`src/rtl/gpio_ctrl_pkg.sv`:
```
// ============================================================================
// Module   : gpio_ctrl_pkg
// Brief    : Shared types, offsets and helpers for the GPIO controller CSRs.
// Revision : 1.0 - initial release
// ============================================================================
`default_nettype none

package gpio_ctrl_pkg;

    typedef enum logic [0:0] {
        IDLE   = 1'b0,
        ACCESS = 1'b1
    } apb_state_t;

    localparam logic [9:0] GPIO_INTR_STATUS_OFFSET = 10'h200;

    function automatic logic [31:0] strb_to_mask(input logic [3:0] strb);
        logic [31:0] mask;
        mask = '0;
        for (int n = 0; n < 4; n++) begin
            mask[n*8 +: 8] = {8{strb[n]}};
        end
        return mask;
    endfunction

endpackage

`default_nettype wire

```
`src/rtl/gpio_ctrl_apb_resp_fsm.sv`:
```
// ============================================================================
// Module   : gpio_ctrl_apb_resp_fsm
// Brief    : APB responder sequencer with wait states and protocol checking.
// Revision : 1.0 - initial release
// ============================================================================
`default_nettype none

module gpio_ctrl_apb_resp_fsm
    import gpio_ctrl_pkg::*;
#(
    parameter int WAIT_STATES = 0
) (
    input  logic clk,
    input  logic rst,
    input  logic psel,
    input  logic penable,
    input  logic pwrite,
    input  logic xfer_err,
    output logic pready,
    output logic pslverr,
    output logic wr_stb,
    output logic rd_stb
);

    if (WAIT_STATES < 0 || WAIT_STATES > 15) begin : g_wait_states_check
        $error("WAIT_STATES must be in 0..15");
    end

    apb_state_t r_state;
    apb_state_t w_state_nxt;
    logic [3:0] r_cnt;
    logic [3:0] w_cnt_nxt;
    logic       w_done;
    logic       w_proto_err;

    always_ff @(posedge clk) begin
        if (rst) begin
            r_state <= IDLE;
            r_cnt   <= 4'd0;
        end else begin
            r_state <= w_state_nxt;
            r_cnt   <= w_cnt_nxt;
        end
    end

    always_comb begin
        w_state_nxt = r_state;
        w_cnt_nxt   = r_cnt;
        w_done      = 1'b0;
        w_proto_err = 1'b0;
        case (r_state)
            IDLE: begin
                if (psel && !penable) begin
                    w_state_nxt = ACCESS;
                    w_cnt_nxt   = 4'(WAIT_STATES);
                end else if (psel && penable) begin
                    w_proto_err = 1'b1;
                end
            end
            ACCESS: begin
                if (!psel) begin
                    w_state_nxt = IDLE;
                end else if (r_cnt != 4'd0) begin
                    w_cnt_nxt = r_cnt - 4'd1;
                end else if (penable) begin
                    w_done      = 1'b1;
                    w_state_nxt = IDLE;
                end else begin
                    // A repeated setup phase restarts the wait sequence.
                    w_cnt_nxt = 4'(WAIT_STATES);
                end
            end
            default: w_state_nxt = IDLE;
        endcase
    end

    // Outputs are held low during reset so an in-flight transfer never completes.
    assign pready  = !rst && (w_done || w_proto_err);
    assign pslverr = !rst && (w_proto_err || (w_done && xfer_err));
    assign wr_stb  = !rst && w_done && pwrite;
    assign rd_stb  = !rst && w_done && !pwrite;

endmodule

`default_nettype wire

```
`src/rtl/gpio_ctrl_intr_status_csr.sv`:
```
// ============================================================================
// Module   : gpio_ctrl_intr_status_csr
// Brief    : Sticky W1C GPIO interrupt status register behind an APB responder.
//            Define GPIO_INTR_IRQ_REG_EN to register the irq output.
// Revision : 1.0 - initial release
// ============================================================================
`default_nettype none

module gpio_ctrl_intr_status_csr
    import gpio_ctrl_pkg::*;
#(
    parameter int NUM_BANKS     = 4,
    parameter int PINS_PER_BANK = 8,
    parameter int WAIT_STATES   = 0,
    parameter int STATUS_W      = NUM_BANKS * PINS_PER_BANK
) (
    input  logic                clk,
    input  logic                rst,
    input  logic                pwrite,
    input  logic                psel,
    input  logic                penable,
    input  logic [3:0]          pstrb,
    input  logic [31:0]         pwdata,
    output logic [31:0]         prdata,
    output logic                pready,
    output logic                pslverr,
    input  logic [STATUS_W-1:0] intr_event,
    output logic                irq
);

    if (STATUS_W > 32 || STATUS_W < 1) begin : g_status_w_check
        $error("STATUS_W = NUM_BANKS*PINS_PER_BANK must be in 1..32");
    end

    logic [STATUS_W-1:0] r_status;
    logic [STATUS_W-1:0] w_clr;
    logic [31:0]         w_req;
    logic                w_req_err;
    logic                w_xfer_err;
    logic                w_wr_stb;
    logic                w_rd_stb;

    assign w_req = pwdata & strb_to_mask(pstrb);

    // Clear requests that reach past the implemented bits are rejected whole.
    if (STATUS_W < 32) begin : g_req_hi
        assign w_req_err = |w_req[31:STATUS_W];
    end else begin : g_req_full
        assign w_req_err = 1'b0;
    end

    assign w_xfer_err = pwrite && w_req_err;

    gpio_ctrl_apb_resp_fsm #(
        .WAIT_STATES (WAIT_STATES)
    ) u_fsm (
        .clk      (clk),
        .rst      (rst),
        .psel     (psel),
        .penable  (penable),
        .pwrite   (pwrite),
        .xfer_err (w_xfer_err),
        .pready   (pready),
        .pslverr  (pslverr),
        .wr_stb   (w_wr_stb),
        .rd_stb   (w_rd_stb)
    );

    assign w_clr = (w_wr_stb && !w_req_err) ? w_req[STATUS_W-1:0] : '0;

    // Set is applied after clear so a simultaneous event wins.
    always_ff @(posedge clk) begin
        if (rst) begin
            r_status <= '0;
        end else begin
            r_status <= (r_status & ~w_clr) | intr_event;
        end
    end

    assign prdata = w_rd_stb ? 32'(r_status) : 32'd0;

`ifdef GPIO_INTR_IRQ_REG_EN
    logic r_irq;
    always_ff @(posedge clk) begin
        if (rst) begin
            r_irq <= 1'b0;
        end else begin
            r_irq <= |r_status;
        end
    end
    assign irq = r_irq;
`else
    assign irq = |r_status;
`endif

endmodule

`default_nettype wire
```
`config.mk`:
```
export PLATFORM = sky130hd
export DESIGN_NAME = gpio_ctrl_intr_status_csr
export DESIGN_NICKNAME = d
export VERILOG_FILES = /design/src/rtl/gpio_ctrl_pkg.sv /design/src/rtl/gpio_ctrl_apb_resp_fsm.sv /design/src/rtl/gpio_ctrl_intr_status_csr.sv
export SDC_FILE = /design/constraint.sdc
export NUM_CORES = 1
export LEC_CHECK = 0
export ABC_AREA = 1
export CAP_MARGIN = 20
export CORE_MARGIN = 2
export CORE_UTILIZATION = 37
export DETAILED_ROUTE_END_ITERATION = 16
export MAX_ROUTING_LAYER = met4
export PLACE_DENSITY = 0.77
export SLEW_MARGIN = 40
export SYNTH_ARGS = -nofsm -noshare
export SYNTH_HDL_FRONTEND = slang
export SYNTH_SLANG_ARGS = --single-unit
```
`constraint.sdc`:
```
create_clock -name clk -period 1.4 [get_ports clk]
set_clock_uncertainty 0.1 [all_clocks]
set_input_delay 0.21 -clock clk [delete_from_list [all_inputs] [get_ports clk]]
set_output_delay 0.21 -clock clk [all_outputs]
set_load 0.02 [all_outputs]
```
# Yosys cells after proc, flatten, opt, wreduce, memory -nomap -nowiden
# Index checks and enable logic that the tools add are counted.
# word_totals
register_bits	37
in_bits	73
out_inout_bits	35
elab_cells	45
# op_classes
add_sub_neg	1
n_eq_ne	3
mux	19
n_bitwise	5
reduce_logical	14
# op_table
operator	count
32-bit AND	2
32-bit 2-to-1 mux	2
32-bit NOT	1
32-bit bitwise OR	1
32-bit OR reduction	1
4-bit 2-to-1 mux	4
1-bit 2-to-1 mux	11
4-bit one-hot mux with 2 select lines	1
1-bit logical AND	7
4-bit nonzero test	1
4-bit by 1-bit subtractor with 4-bit output (second input constant)	1
1-bit logical NOT	3
3-bit inequality test (second input constant)	1
3-bit AND reduction	1
2-bit by 1-bit inequality test with 1-bit output (second input constant)	1
2-bit inequality test (second input constant)	1
1-bit one-hot mux with 2 select lines	1
1-bit logical OR	1
1-bit NOT	1

# Logic depth before layout (Yosys ltp)
# Gate-level depths: netlist of run 1.
# logic_depth
ltp_word	10
depth_mapped	8

# Cells and area by module
# From an unflattened synthesis of run 1, not the netlist that was laid out.
# hier_totals
hier_cells	302
hier_area_um2	1935.6
# by_module_without_submodules
mod	n_inst	cells_each	area_per_inst_um2	seq_area_each_um2
gpio_ctrl_intr_status_csr	1	251	1589.0	640.6
gpio_ctrl_apb_resp_fsm	1	51	346.6	100.1

# Least setup slack after synthesis of run 1
# Ideal clock, no wire load.
# synth_path
path_kind	register to output
start	register u_fsm.r_cnt[0]
end	output port prdata[17]
arrival_time_ns	1.400
required_time_ns	1.090
setup_slack_ns	-0.310
path_stages_with_launch	8
path_buffers	1
cell_sequence	dfxtp_1 inv_1 ha_1 nand3_4 nor2_8 nand2_4 buf_6 nor2_1
# synth_between
elab_chain_cells	7
# synth_rtl
item	line	text
start: declaration	gpio_ctrl_apb_resp_fsm.sv:31	logic [3:0] r_cnt;
start signal: assignment	gpio_ctrl_apb_resp_fsm.sv:42	r_cnt <= w_cnt_nxt;
4-bit nonzero test	gpio_ctrl_apb_resp_fsm.sv:63	end else if (r_cnt != 4'd0) begin
1-bit 2-to-1 mux	gpio_ctrl_apb_resp_fsm.sv:63	
1-bit 2-to-1 mux	gpio_ctrl_apb_resp_fsm.sv:61	if (!psel) begin
1-bit 2-to-1 mux	gpio_ctrl_apb_resp_fsm.sv:51	case (r_state)
1-bit logical AND (2 in a row)	gpio_ctrl_apb_resp_fsm.sv:81	assign rd_stb = !rst && w_done && !pwrite;
32-bit 2-to-1 mux	gpio_ctrl_intr_status_csr.sv:80	assign prdata = w_rd_stb ? 32'(r_status) : 32'd0;
end: declaration	gpio_ctrl_intr_status_csr.sv:24	output logic [31:0] prdata,
# No other way between the ends.

# Final worst setup path of run 1
# layout_path
start	register u_fsm.r_cnt[0]
end	output port prdata[5]
# The elaborated chain is that of the path after synthesis.

==> key figures, run 1 <==
Clock network
  • Root buf cell: clkbuf_8
  • Clk sink count: 37
  • TritonCTS clock tree: done
  • Worst-Skew Late Latency: 0.28 ns
  • Clock-pin slew on the worst setup and hold paths: 0.07 ns
  • Clk buf depth: 2
  • H-tree Lvls: 2
  • Inserted Clock Buffers: 5

Placement
  • Placed insts: 573
  • DP HPWL: 5.17 mm
  • Port bufs: 107
  • GPL Wtd Cong: 0.841

Worst setup path
  • Maximum fanout along the worst path: 8
  • Crit end category: primary output
  • CP Data Required Time: 1.09 ns
  • Critical Path AT: 1.57 ns
  • Crit-path cells: inv_2 -> ha_4 -> nand3_4 -> nor2_8 -> nand2_8 -> buf_12 -> nor2_4 -> buf_6
  • Setup CP Type: flip-flop to primary output
  • Crit start category: flip-flop
  • Slowest CP cell: dfxtp_2
  • Slowest stage delay, CP: 0.32 ns

Cells and area
  • # diodes: 0
  • Non-Filler Instances: 597
  • Layout fillers: 434
  • Register area: 749 um^2
  • Area grow syn2layout: 93.8%
  • Fraction of layout cells with a size suffix above 1: 0.337
  • Nets@finish: 595
  • Area of the multi-input gates: 0.00125 mm^2

Floorplan
  • FP Rows: 28
  • Io pins: 108
  • Initial Utilization: 0.381
  • Die Y: 81.9 um
  • DIE WIDTH: 81.9 um
  • Die area: 0.00671 mm^2
  • Core ar.: 0.00589 mm^2

STA
  • Worst Slack Setup Final: -0.485 ns
  • Final min period: 1.88 ns
  • Final TNS setup: -24.72 ns
  • F_max: 531 MHz
  • Final slew viol count: 0
  • Fin crit share: 1.35
  • RSZ-0062 raised after global routing: true
  • Final setup fails: 70
  • Worst slew pin tran: 0.373 ns
  • Final Hold Fails: 0
  • Max-slew headroom: 0.752
  • Hold WS: 0.355 ns

Route
  • WL final: 7.81 mm
  • Initial DRC Count: 90
  • Pre-Repair DR Iteration Count: 4
  • Final ANT Viol Nets: 0
  • DR DRC count: 0
  • Vias post-DR: 2748
  • Vias per cell: 4.60
  • Wirelength per Cell: 13.1 um

Logic synthesis
  • Main area contributors after synthesis: dfxtp_1, inv_1, nand2_1
  • Register area share after synthesis: 0.330
  • Syn Area/Cell: 6.25 um^2
  • Yosys top cell area share: 0.330
  • Synthesized instance count: 359
  • Synth Register Bits: 37
  • Netlist cell types: 24
  • Mapped Nets: 433
  • Yosys synthesis warning count: 0
  • Netlist Area Pre-Place: 0.00224 mm^2
  • Yosys top cell by area: dfxtp_1

Min path
  • Hold Path Class: flip-flop to flip-flop

Global route
  • Antenna violations before repair: 0
  • Largest net degree at the start of global routing: 34
  • First-pass GRT wire length: 12.1 mm
  • Vias in the first global route: 2537
  • Global Route Usage Sum: 0.242
  • Global route total overflow: 0

Job
  • Max Cap Viol: 0

Run status
  • Status: complete, but fails checks
  • Violations in the final reports: setup timing

Power
  • Pwr Density: 607 mW/mm^2
  • VDD IR-drop max: 0.461 mV
  • P_leak: 2.16 nW
-- power by group --
part | switching (mW) | internal (mW) | leakage, nW
clock network | 0.378 | 0.445 | 0.0542
registers | 0.0378 | 1.12 | 0.311
logic | 0.285 | 0.374 | 1.79
-- cell type report --
class | instances | share of cell area
Tap cell | 75 | 0.0216
Timing Repair Buffer | 173 | 0.406
Multi-Input combinational cell | 202 | 0.288
Clock inverter | 1 | 0.00115
Clock buffer | 7 | 0.0221
Inverter | 102 | 0.0886
Sequential cell | 37 | 0.172
-- cell usage after synthesis --
cell type  number
o31ai_1         1
a21boi_0        1
o22ai_1         1
inv_4           1
inv_1         101
clkbuf_1        7
buf_1           1
nand4_1        10
o21a_1          1
buf_2           4
nor2_1         23
nand3b_1        1
ha_1            1
nand3_4         2
a21oi_1        35
nand3_1        34
nand2_4         1
buf_6           6
nand2_1        70
nor2_8          1
xnor2_1         2
o21ai_0         1
dfxtp_1        37
nor2_2         17
-- worst paths after layout --
check | from | end | slack [ns] | depth (start not counted)
setup reg to reg | u_fsm.r_cnt[0] | r_status[25] | -0.38 | 12
setup / recovery | u_fsm.r_cnt[0] | prdata[5] | -0.48 | 8
hold / removal | r_status[29] | r_status[29] | 0.36 | 2
hold reg to reg | r_status[29] | r_status[29] | 0.36 | 2
-- sequential cells by signal, summed over array words and instances, names as in the netlist --
register       cells
r_status          32
u_fsm.r_cnt        4
u_fsm.r_state      1
-- metal layers --
metal  global-route usage  part of all wire  vias to the layer above
met1                0.287              0.41                     1252
met4               0.0400            0.0054                        0
met5                    -                 0                        -
met3               0.0484             0.077                        7
li1                     -                 -                     1388
met2                0.428              0.51                      101
-- placed cells by master, fill, tap and decap left out, types with 2 or more instances in the layout --
cell type | netlist | final
inv_1 | 101 | 86
dlygate4sd2_1 | 0 | 3
dfxtp_2 | 0 | 7
nand3_1 | 34 | 33
clkdlybuf4s50_1 | 0 | 69
nand3_4 | 2 | 2
inv_2 | 0 | 15
nor2_2 | 17 | 3
nand2_1 | 70 | 69
nor2_4 | 0 | 32
clkbuf_8 | 0 | 7
buf_12 | 0 | 4
nand4_1 | 10 | 10
dfxtp_1 | 37 | 30
buf_6 | 6 | 36
buf_16 | 0 | 5
a21oi_1 | 35 | 34
xnor2_1 | 2 | 2
buf_4 | 0 | 55
nor2_1 | 23 | 5
-- logic make-up after synthesis --
kind of cell	synth area share
AOI/OAI and AO/OA	0.0931
xor gates and xnor gates	0.00781
adders and majority gates	0.00557
buffers and inverters	0.224
DFF	0.330
and+or+nand+nor	0.339
-- worst max-delay path, delay by kind of cell (launching register included) --
family / cells / cell delay (ns)
fa+ha+maj: 1 / 0.15
simple gates: 4 / 0.45
flops: 1 / 0.32
buf+inv: 3 / 0.37
-- what timing repair did --
item	in CTS	in global routing
buffers inserted	7	4
resized for setup	228	29
gates cloned	5	0
hold buffers	0	0
pin swaps	12	12
hold endpoints to repair	0	0
endpoints found under the setup margin	67	71
-- stage by stage --
step / power, mW / instance area (um^2) / util / setup WS (ns)
final: 2.64 / 4350 / 0.739 / -0.485
after global routing: 2.77 / 4350 / 0.739 / -0.556
after CTS: 2.63 / 4280 / 0.727 / -0.482
after detailed placement: 1.79 / 3890 / 0.661 / -0.910
after global placement: 1.78 / 3890 / 0.661 / -0.874
after floorplan: 1.42 / 2470 / - / -0.153
Note: power is estimated with default switching activity, not from simulation.
==> run 2: changes to the inputs <==
--- a/config.mk
+++ b/config.mk
@@ -9,8 +9,8 @@
 export CAP_MARGIN = 20
 export CORE_MARGIN = 2
 export CORE_UTILIZATION = 37
+export CTS_CLUSTER_SIZE = 12
 export DETAILED_ROUTE_END_ITERATION = 16
-export MAX_ROUTING_LAYER = met4
 export PLACE_DENSITY = 0.77
 export SLEW_MARGIN = 40
 export SYNTH_ARGS = -nofsm -noshare
==> key figures, run 2 (synthesis results as in run 1) <==
Cells and area
  • Biggest regs: r_status (32), u_fsm.r_cnt (4), u_fsm.r_state (1)
  • Biggest register: r_status
  • # diodes: 0 (unchanged)
  • Most frequent cells in the layout: inv_1, nand2_1, clkdlybuf4s50_1
  • Area grow syn2layout: 93.3%
  • Fin area: 0.00434 mm^2 (-0.26%)
  • Commonest non-fill, non-tap cell in the layout: inv_1
  • Nets@finish: 595 (unchanged)
  • Max reg flops: 32 (unchanged)
  • Fraction of layout cells with a size suffix above 1: 0.335 (-0.00192)

Power
  • VDD IR-drop max: 0.460 mV (-0.18%)
  • Tot Pwr: 2.64 mW (+0.10%)
  • Pwr Density: 609 mW/mm^2 (+0.36%)
  • P_leak: 2.16 nW (about the same)

Global route
  • Global Route Usage Sum: 0.235 (-0.00666)
  • First-pass GRT wire length: 12.1 mm (about the same)
  • Global route total overflow: 0 (unchanged)
  • Largest net degree at the start of global routing: 34 (unchanged)
  • Vias in the first global route: 2539 (+0.079%)
  • Antenna violations before repair: 0 (unchanged)

Clock network
  • TritonCTS clock tree: done
  • Clock-pin slew on the worst setup and hold paths: 0.08 ns (about the same)
  • Inserted Clock Buffers: 5 (unchanged)
  • Clk sink count: 37 (unchanged)
  • Root buf cell: clkbuf_8
  • Worst-Skew Late Latency: 0.28 ns (about the same)
  • # hold bufs at CTS: 0 (unchanged)
  • H-tree Lvls: 2 (unchanged)
  • Clk buf depth: 2 (unchanged)

Placement
  • Port bufs: 107 (unchanged)
  • Place WS: -0.910 ns (unchanged)
  • GPL Wtd Cong: 0.829 (-1.5%)
  • DP HPWL: 5.17 mm (unchanged)
  • Post-Place Cell Area: 0.00389 mm^2 (unchanged)

Worst setup path
  • Crit end category: primary output
  • Setup CP Type: flip-flop to primary output
  • Maximum fanout along the worst path: 8 (unchanged)
  • Critical Path AT: 1.57 ns (about the same)
  • CP Data Required Time: 1.09 ns (about the same)
  • R2R Setup Slk: -0.38 ns (about the same)
  • Reg2Reg Depth: 12 (unchanged)
  • Crit start category: flip-flop

Floorplan
  • Die Y: 81.9 um (unchanged)
  • Die area: 0.00671 mm^2 (unchanged)
  • Initial Utilization: 0.381 (unchanged)
  • Core ar.: 0.00589 mm^2 (unchanged)
  • FP Rows: 28 (unchanged)
  • DIE WIDTH: 81.9 um (unchanged)
  • Io pins: 108 (unchanged)

Route
  • Vias per cell: 4.60 (about the same)
  • Wirelength per Cell: 13.1 um (+0.53%)
  • Final ANT Viol Nets: 0 (unchanged)
  • Pre-Repair DR Iteration Count: 4 (unchanged)
  • DR DRC count: 0 (unchanged)
  • Initial DRC Count: 108 (+20%)
  • Vias post-DR: 2749 (+0.036%)
  • WL final: 7.85 mm (+0.53%)

STA
  • Final min period: 1.88 ns (-0.000938 ns)
  • Max-slew headroom: 0.745 (-0.00616)
  • Final slew viol count: 0 (unchanged)
  • RSZ-0062 raised after global routing: true
  • Final Hold Fails: 0 (unchanged)
  • Worst Slack Setup Final: -0.484 ns (+0.000938 ns)
  • F_max: 531 MHz (about the same)
  • Worst slew pin tran: 0.382 ns (+0.00924 ns)
  • Hold WS: 0.356 ns (+0.000844 ns)
  • Fin crit share: 1.35 (about the same)
  • Final setup fails: 70 (unchanged)

Min path
  • Hold Path Class: input port to flip-flop
  • Hold Path Stages: 3 (+1)

Run status
  • Status: complete, but fails checks
  • Violations in the final reports: setup timing

Job
  • Max Cap Viol: 0 (unchanged)
[run 2: cell counts in the layout (fill, tap and decap cells not counted)]
Identical to the previous run, type by type.
[run 2: final cells by class]
type / count / area (um^2)
well taps: 75 / 93.8
fillers: 436 / 1550
inverters: 102 / 385
repair buffers: 173 / 1760
flip-flops and latches: 37 / 749
multi-input cells: 202 / 1240
clock buffers: 7 / 96.3
clock inverters: 1 / 5.00
[run 2: path summary, 6_finish.rpt]
kind | from | endpoint
setup / recovery | u_fsm.r_cnt[0] | prdata[5]
hold / removal | intr_event[17] | r_status[17]
setup reg to reg | u_fsm.r_cnt[0] | r_status[21]
hold reg to reg | r_status[29] | r_status[29]
[run 2: worst max-delay path: stages, from the launching register on]
cell and delay (ns):
dfxtp_2 0.32, inv_2 0.07, ha_4 0.15, nand3_4 0.10, nor2_8 0.13, nand2_8 0.10, buf_12 0.17, nor2_4 0.12
buf_6 0.13
[run 2: stage by stage]
| stage | cells | TNS [ns] | utilization |
|---|---|---|---|
| after floorplan | 359 | -4.21 | - |
| after global placement | 573 | -43.58 | 0.661 |
| after global routing | 597 | -30.54 | 0.737 |
| final | 597 | -24.95 | 0.737 |
| after CTS | 593 | -22.14 | 0.727 |
| after detailed placement | 573 | -45.05 | 0.661 |
[run 2: what timing repair did]
| action | CTS | global route |
|---|---|---|
| setup buffers | 7 | 4 |
| resized for setup | 228 | 26 |
| gates cloned | 5 | 0 |
| pin swaps | 12 | 12 |
| endpoints found under the hold margin | 0 | 0 |
| endpoints found under the setup margin | 67 | 71 |
[run 2: report_power, final]
part	internal, mW	total [mW]	switching [mW]	leakage (nW)
clock	0.445	0.827	0.381	0.0542
combinational	0.374	0.658	0.284	1.79
sequential	1.12	1.16	0.0377	0.311
total	1.94	2.64	0.703	2.16
[run 2: layer usage]
layer / up-vias / share of wire / wire, um / GRT usage
met1: 1270 / 0.42 / 3290 / 0.283
met4: 0 / 0.0055 / 43 / 0.0400
met2: 81 / 0.51 / 4000 / 0.432
met5: - / 0 / 0 / 0
li1: 1391 / - / - / -
met3: 7 / 0.066 / 517 / 0.0505
==> variant (config.mk and constraints of run 1) <==
Build with the macro `GPIO_INTR_IRQ_REG_EN` defined.
--- a/src/rtl/gpio_ctrl_intr_status_csr.sv
+++ b/src/rtl/gpio_ctrl_intr_status_csr.sv
@@ -5,6 +5,8 @@
 // Revision : 1.0 - initial release
 // ============================================================================
 `default_nettype none
+
+`define GPIO_INTR_IRQ_REG_EN
 
 module gpio_ctrl_intr_status_csr
     import gpio_ctrl_pkg::*;
Formal check against the unedited RTL: not equivalent (a bounded check fails within 4 cycles, from zero or initial values and one cycle with rst high).
==> variant against run 1 <==
- the run still ends with negative setup slack left
- fmax shrank 3.0%
- die area grew 4.9%
- worst setup slack lost 58 ps
- synthesized area grew 5.2%
- first-iteration DRC count grew 4.4%
- sequential cell count grew 1
- routed wire length shrank 6.3%
- total power shrank 3.7%
- cell area shrank 6.4%
- critical path type unchanged
==> variant: results (changes against run 1) <==
Worst setup path
  – FF-to-FF setup slack: -330 ps (was -380 ps)
  – Reg2reg path depth: 9 (was 12)
  – Arr. time, crit path: 1630 ps (was 1570 ps)

Yosys
  – Top area cells in the synthesized netlist: dfxtp_1, inv_1, nand2_1, a21oi_1, nand3_1 (unchanged)
  – Synth top cells by count: inv_1, nand2_1, dfxtp_1 (unchanged)
  – Synth Area in Compound Gates: 0.0811 (was 0.0931)
  – Adder and majority gate portion of the synthesized area: 0.00530 (was 0.00557)
  – XOR/XNOR share of the synthesized area: 0.00742 (was 0.00780)
  – Syn_nets: 439 (was 433)
  – Register area share after synthesis: 0.322 (was 0.330)
  – Synth unique cells: 22 (was 24)

Min path
  – WHS Endpoint: r_status[4]$_SDFF_PP0_ (was r_status[29]$_SDFF_PP0_)
  – Hold Path Class: in2reg (was reg2reg)
  – WHS Path Cells: 3 (was 2)
  – Worst Hold Launch: intr_event[4] (was r_status[29]$_SDFF_PP0_)

STA
  – Worst Max-Slew Pin Slew: 402 ps (was 373 ps)
  – Endpoints failing setup: 68 (was 70)
  – Worst Slack Setup Final: -543 ps (was -485 ps)

Cells and area
  – # nets final: 563 (was 595)
  – Layout fillers: 540 (was 434)
  – Regs by FF count: r_status x32, u_fsm.r_cnt x4 (was r_status x32, u_fsm.r_cnt x4, u_fsm.r_state x1)

GRT
  – Largest net degree at the start of global routing: 36 (was 34)
  – First-pass GRT wire length: 11800 microns (was 12100 microns)

Pwr
  – Leakage: 1.99 nW (was 2.16 nW)
  – Worst VDD drop: 0.339 mV (was 0.461 mV)

Status
  – Outcome: finished, violations left (unchanged)
  – Failing checks: negative setup slack (unchanged)

Routing
  – WL final: 7310 microns (was 7810 microns)
  – DR iter-0 viols: 94 (was 90)

Place
  – Placer Congestion: 0.829 (was 0.841)
  – Pre-CTS WS: -903 ps (was -910 ps)
  – HPWL after detailed placement: 4880 microns (was 5170 microns)

Clocking
  – Clk_lat worst skew: 300 ps (was 280 ps)
[variant: through the flow]
stage | hold WS [ps] | instance area (sq um) | TNS [ps] | total power (W) | instances
after global placement | 346 | 3680 | -42730 | 0.00173 | 548
after floorplan | 241 | 2490 | -3520 | 0.00145 | 365
final | 350 | 4070 | -23730 | 0.00254 | 567
after detailed placement | 351 | 3680 | -43640 | 0.00174 | 548
after CTS | 346 | 4000 | -23710 | 0.00254 | 563
after global routing | 350 | 4070 | -28100 | 0.00268 | 567
[variant: power breakdown]
part	internal (W)	total, W	switching, W
clock	0.000396	0.000800	0.000404
sequential	0.00115	0.00118	0.0000343
combinational	0.000297	0.000559	0.000262
total	0.00184	0.00254	0.000700
[variant: what timing repair did]
item                       CTS  global route
setup endpoints to repair   67            69
buffers inserted             3             4
pin swaps                    5             4
cloned                       4             1
resized for setup          220             6
[variant: critical path, stage by stage, from the launching register on]
cell,delay (ps)
dfxtp_2,330
inv_2,80
ha_4,160
nand3_4,110
nor2_8,140
nand2_8,100
buf_16,180
nor2_4,110
buf_6,130
[variant: layout make-up]
type,instances,area share
Timing Repair Buffer,135,0.363
Clock inverter,2,0.00307
Clock buffer,6,0.0203
Inverter,104,0.0962
Multi-Input combinational cell,205,0.306
Tap cell,77,0.0237
Sequential cell,38,0.188
[variant: worst max path at each step]
stage	slack [ps]	endpoint
after floorplan	-130	prdata[11]
after global placement	-880	prdata[0]
after detailed placement	-900	prdata[21]
after CTS	-520	prdata[31]
after global routing	-590	prdata[22]
final	-540	prdata[22]
[variant: metal layers]
metal | track usage | wire length, microns | up-vias
met2 | 0.400 | 3740 | 93
met5 | - | 0 | -
met1 | 0.231 | 3020 | 1140
li1 | - | - | 1323
met4 | 0.0865 | 191 | 0
met3 | 0.0406 | 364 | 16
